[src/rtl/serial_adder.sv]
// Bit-serial WIDTH-bit adder: one full-adder slice built from two Half_Adder cells,
// a carry flop closing the loop, operands consumed LSB-first one bit per clock.

module Half_Adder (
    input  logic A,
    input  logic B,
    output logic Sum,
    output logic Carry
);
    assign Sum   = A ^ B;
    assign Carry = A & B;
endmodule

module serial_adder #(
    parameter int WIDTH = 8
) (
    input  logic             Clk,
    input  logic             Rst_n,
    input  logic             Start,
    input  logic [WIDTH-1:0] A,
    input  logic [WIDTH-1:0] B,
    input  logic             Carry_In,
    output logic             Busy,
    output logic             Done,
    output logic [WIDTH-1:0] Sum,
    output logic             Carry_Out,
    output logic             dbg_state
);
    // Counter must hold WIDTH-1; keep at least one bit so WIDTH=1 still elaborates.
    localparam int CW = (WIDTH > 1) ? $clog2(WIDTH) : 1;

    typedef enum logic {
        IDLE = 1'b0,
        RUN  = 1'b1
    } state_t;

    state_t          state_q;
    state_t          state_d;

    logic [WIDTH-1:0] op_a_q;
    logic [WIDTH-1:0] op_b_q;
    logic [WIDTH-1:0] psum_q;
    logic [WIDTH-1:0] psum_next;
    logic             carry_q;
    logic [CW-1:0]    cnt_q;
    logic [WIDTH-1:0] sum_q;
    logic             cout_q;
    logic             done_q;

    logic             load;
    logic             step;
    logic             finish;
    logic             last_bit;

    logic             ha0_sum;
    logic             ha0_carry;
    logic             ha1_sum;
    logic             ha1_carry;
    logic             slice_sum;
    logic             slice_carry;

    // Full-adder slice: (a ^ b) ^ cin, carry = (a & b) | ((a ^ b) & cin).
    Half_Adder u_ha0 (
        .A     (op_a_q[0]),
        .B     (op_b_q[0]),
        .Sum   (ha0_sum),
        .Carry (ha0_carry)
    );

    Half_Adder u_ha1 (
        .A     (ha0_sum),
        .B     (carry_q),
        .Sum   (ha1_sum),
        .Carry (ha1_carry)
    );

    assign slice_sum   = ha1_sum;
    assign slice_carry = ha0_carry | ha1_carry;

    assign last_bit  = (cnt_q == CW'(WIDTH - 1));
    // New sum bit enters at the MSB; after WIDTH steps bit 0 has reached position 0.
    assign psum_next = (psum_q >> 1) | (WIDTH'(slice_sum) << (WIDTH - 1));

    // State register
    always_ff @(posedge Clk) begin
        if (!Rst_n) begin
            state_q <= IDLE;
        end else begin
            state_q <= state_d;
        end
    end

    // Next-state logic
    always_comb begin
        state_d = state_q;
        case (state_q)
            IDLE:    if (Start) state_d = RUN;
            RUN:     if (last_bit) state_d = IDLE;
            default: state_d = IDLE;
        endcase
    end

    // Output / control decode
    always_comb begin
        load   = 1'b0;
        step   = 1'b0;
        finish = 1'b0;
        case (state_q)
            IDLE:    load = Start;
            RUN: begin
                step   = 1'b1;
                finish = last_bit;
            end
            default: ;
        endcase
    end

    always_ff @(posedge Clk) begin
        if (!Rst_n) begin
            op_a_q  <= '0;
            op_b_q  <= '0;
            psum_q  <= '0;
            carry_q <= 1'b0;
            cnt_q   <= '0;
            sum_q   <= '0;
            cout_q  <= 1'b0;
            done_q  <= 1'b0;
        end else begin
            done_q <= finish;
            if (load) begin
                op_a_q  <= A;
                op_b_q  <= B;
                carry_q <= Carry_In;
                psum_q  <= '0;
                cnt_q   <= '0;
            end else if (step) begin
                op_a_q  <= op_a_q >> 1;
                op_b_q  <= op_b_q >> 1;
                carry_q <= slice_carry;
                psum_q  <= psum_next;
                cnt_q   <= cnt_q + CW'(1);
            end
            // Result registers move only on the final bit, never showing partial sums.
            if (finish) begin
                sum_q  <= psum_next;
                cout_q <= slice_carry;
            end
        end
    end

    assign Busy      = (state_q == RUN);
    assign Done      = done_q;
    assign Sum       = sum_q;
    assign Carry_Out = cout_q;
    assign dbg_state = state_q;

endmodule

[config.mk]
export PLATFORM = sky130hd
export DESIGN_NAME = serial_adder
export DESIGN_NICKNAME = d
export VERILOG_FILES = /design/src/rtl/serial_adder.sv
export SDC_FILE = /design/constraint.sdc
export NUM_CORES = 1
export LEC_CHECK = 0
export CAP_MARGIN = 20
export CORE_MARGIN = 4
export CORE_UTILIZATION = 51
export DETAILED_ROUTE_END_ITERATION = 7
export PLACE_DENSITY = 0.77
export SYNTH_ARGS = -nofsm -noshare
export SYNTH_HDL_FRONTEND = slang
export SYNTH_SLANG_ARGS = --single-unit
[constraint.sdc]
create_clock -name Clk -period 1.7 [get_ports Clk]
set_input_delay 0.34 -clock Clk [delete_from_list [all_inputs] [get_ports Clk]]
set_output_delay 0.34 -clock Clk [all_outputs]
set_load 0.01 [all_outputs]
==> results of run 1 <==
## report_power, final
part / total (W) / leakage, nW / switching [W] / internal [W]
registers: 0.000954 / 0.311 / 0.0000241 / 0.000930
logic: 0.000216 / 0.435 / 0.000102 / 0.000114
clock network: 0.000440 / 0.0302 / 0.000253 / 0.000186
total: 0.00161 / 0.775 / 0.000379 / 0.00123
## routing by layer
metal	share of wire [%]	wire, µm
met5	0	0
met4	1.8	57
met3	5.8	183
met2	46	1463
met1	46	1463
## registers in the layout, indices dropped and copies added (netlist names)
register and flops:
cnt_q 3, Sum 8, psum_q 7, op_b_q 8, Carry_Out 1, Done 1, carry_q 1, op_a_q 8
Busy 1
## worst max-delay path by stage
stage               depth (start not counted)   endpoint  startpoint  slack, ns
floorplan                                   5  Carry_Out    cnt_q[0]       0.48
global placement                            4  psum_q[7]       Start       0.16
detailed placement                          4   cnt_q[1]       Start       0.13
CTS                                         1       Busy        Busy       0.06
global route                                1       Busy        Busy       0.02
finish                                      1       Busy        Busy       0.09
## cells in the final DEF, fill, tap and decap left out, types with 9 or more instances in the layout
master                            count
sky130_fd_sc_hd__a211oi_1            15
sky130_fd_sc_hd__dfxtp_1             38
sky130_fd_sc_hd__a21oi_1             19
sky130_fd_sc_hd__nand2_1              9
sky130_fd_sc_hd__clkdlybuf4s50_1     31
sky130_fd_sc_hd__nor2b_1             15
sky130_fd_sc_hd__a21bo_1              9
sky130_fd_sc_hd__or3b_1              10
sky130_fd_sc_hd__mux2i_1             17
sky130_fd_sc_hd__nand3_1              9
## cells in the mapped netlist (all sizes together)
cell,count
or3b,10
nand2b,2
dfxtp,38
a211oi,15
clkbuf,8
buf,8
a21bo,9
mux2i,17
nand3,9
inv,1
nor2,2
and3,1
o21ai,1
a21oi,20
clkinv,1
nand2,9
fa,1
ha,2
nor2b,15
## stage by stage
step | total power [W] | utilization, % | std cells
3_3_place_gp | 0.001183 | 64.60 | 234
6_report | 0.001610 | 66.25 | 240
3_5_place_dp | 0.001191 | 64.60 | 234
4_1_cts | 0.001635 | 66.25 | 240
5_1_grt | 0.001716 | 66.25 | 240
2_1_floorplan | 0.001114 | - | 169
## logic make-up (layout without fill, tap and decap cells)
group	after synthesis	count (layout)	share of synthesized area, %
adders and majority gates	3	3	2.678
buffers and inverters	18	45	6.399
and+or+nand+nor	48	48	17.04
muxes	17	17	10.12
DFF	38	38	45.24
AOI/OAI and AO/OA	45	45	18.53
## cell type report
class / count / area, µm² / area share [%]
sequential: 38 / 760.7 / 37.01
timing repair buffer: 37 / 367.9 / 17.89
clock buffer: 6 / 51.30 / 2.495
multi-input combinational: 113 / 813.3 / 39.56
tap: 44 / 55.05 / 2.678
inverter: 2 / 7.507 / 0.3652
==> implementation parameters, run 1 <==
Parameter                              Value

Critical path
  Data arrival time of the critical path    1.27 ns
  Capture instance of the worst register-to-register path    Sum[4]
  Worst Setup Path Type    register to output pin
  Cell depth of the worst flop-to-flop path    5
  Nature of the critical path startpoint    register
  Register-to-Register Setup Slack    0.37 ns
  Worst Path Required    1.36 ns
  Critical path's top delay family    buffers and inverters
  Endpoint class of the critical path    output pin
  Buffers and inverters on the worst path    1
  Worst reg2reg startpoint    cnt_q[0]
  Slowest stage delay, CP    0.55 ns
  Slowest cell on crit path    sky130_fd_sc_hd__clkdlybuf4s50_1
  Worst-path cell chain    clkdlybuf4s50_1
  Crit path max fanout    4

Synthesis
  Area leader, netlist    sky130_fd_sc_hd__dfxtp_1
  Yosys warning count    0
  Synthesized Nets    192
  Proportion of synthesized chip area in sequential cells    45.24%
  Dominant cells by area after synthesis    sky130_fd_sc_hd__dfxtp_1 45%, sky130_fd_sc_hd__mux2i_1 10%, sky130_fd_sc_hd__a211oi_1 6.7%
  Post-synthesis register bit count    38
  Mean area per synthesized cell    9.950 µm²
  Top-area cell type share of the netlist area    45.24%
  Gate count after technology mapping    169
  Area of the mapped netlist    1682 µm²
  Synth unique cells    23

Clock tree
  Source-to-sink clock delay at the later pin of the worst-skew pair    0.33 ns
  Maximum number of buffers from clock root to sink    2
  Clock root cell    sky130_fd_sc_hd__clkbuf_4
  Clock tree sinks    38
  Clock transition at path regs    0.10 ns
  Number of gates resized after cts    0
  Post-CTS setup repair buffer count    0
  CTS H-tree lvls    2
  Number of buffers created by CTS    5
  CTS Hold Buffers Added    0
  Clock tree from TritonCTS    built

Hold path
  Type of the most critical hold path    register to register
  Start point of the worst hold path    psum_q[6]
  Endpoint, Worst Hold    psum_q[5]
  Worst Hold Depth    2

Die
  Total core area    3103 µm²
  Number of top-level pins    32
  Starting density of the core    54.19%
  Cell row count    20
  Area of the die    4280 µm²
  Horizontal die dimension    65.42 µm
  Die height    65.42 µm

Run
  Max-cap violations    0

Pwr
  Total power density per cell area    783.0 nW/µm²
  Leakage power    0.7754 nW
  Max IR drop VDD    0.4453 mV

Finish
  Antenna cell count    0
  Number of nets in the layout    220
  Final design area excluding fillers    2056 µm²
  Share of final-layout standard cells stronger than drive strength 1    7.143%
  Fillers    273
  Signed area change from the synthesized netlist to the final layout    22.25%

STA
  Min cycle time layout    1.606 ns
  Share of the clock period used by the worst path after layout    94.49%
  Unrepaired setup endpoints after global routing    no
  Final-report max-slew violation count    0
  Number of failing hold endpoints at the final stage    0
  Final worst clock skew    0.004810 ns
  Max Freq    622.6 MHz
  Minimum setup slack in the final design    0.09371 ns
  Transition at the pin with the smallest max-transition slack    0.3643 ns
  Slew HR    75.71%
  Final-report setup violation count    0
  Accumulated negative setup slack    0 ns
  Min Hold Slack    0.4733 ns

Placement
  Post-placement cell area    2004 µm²
  Post-detail-place hpwl    2146 µm
  Setup slack at placement    0.1295 ns
  Global placement routability congestion    0.7285
  Number of buffer cells added on primary ports    31

Routing
  Residual DRC count    0
  Wire length per cell after detailed routing    13.20 µm
  Count of nets left with antenna violations after detail routing    0
  Total wirelength of the detailed-routed design    3168 µm
  First-iteration detailed-routing DRC count    52
  Detailed-routing iteration count for the pre-antenna-repair pass    4
  Overall via count from detail_route    1,286
  Via density    5.358

Global route
  Global route overflow    0
  First-pass GRT wire length    5554 µm
  M2 GR Usage    26.17%
  Total GRT Usage    16.77%
  Global route hottest layer    met2
  Met3 Resource Use GR    6.154%
  Vias in the first global route    1,241
  GRT met1 Usage    21.11%
  Antenna violations before repair    0
  Largest net degree at the start of global routing    46

Run status
  Run status    finished clean
Note: power is estimated with default switching activity, not from simulation.
==> inputs of run 2 (changes only) <==
--- a/config.mk
+++ b/config.mk
@@ -13,3 +13,4 @@
 export SYNTH_ARGS = -nofsm -noshare
 export SYNTH_HDL_FRONTEND = slang
 export SYNTH_SLANG_ARGS = --single-unit
+export TNS_END_PERCENT = 50
==> results of run 2 <==
The final DEF is identical to that of run 1; final timing and power are the same.
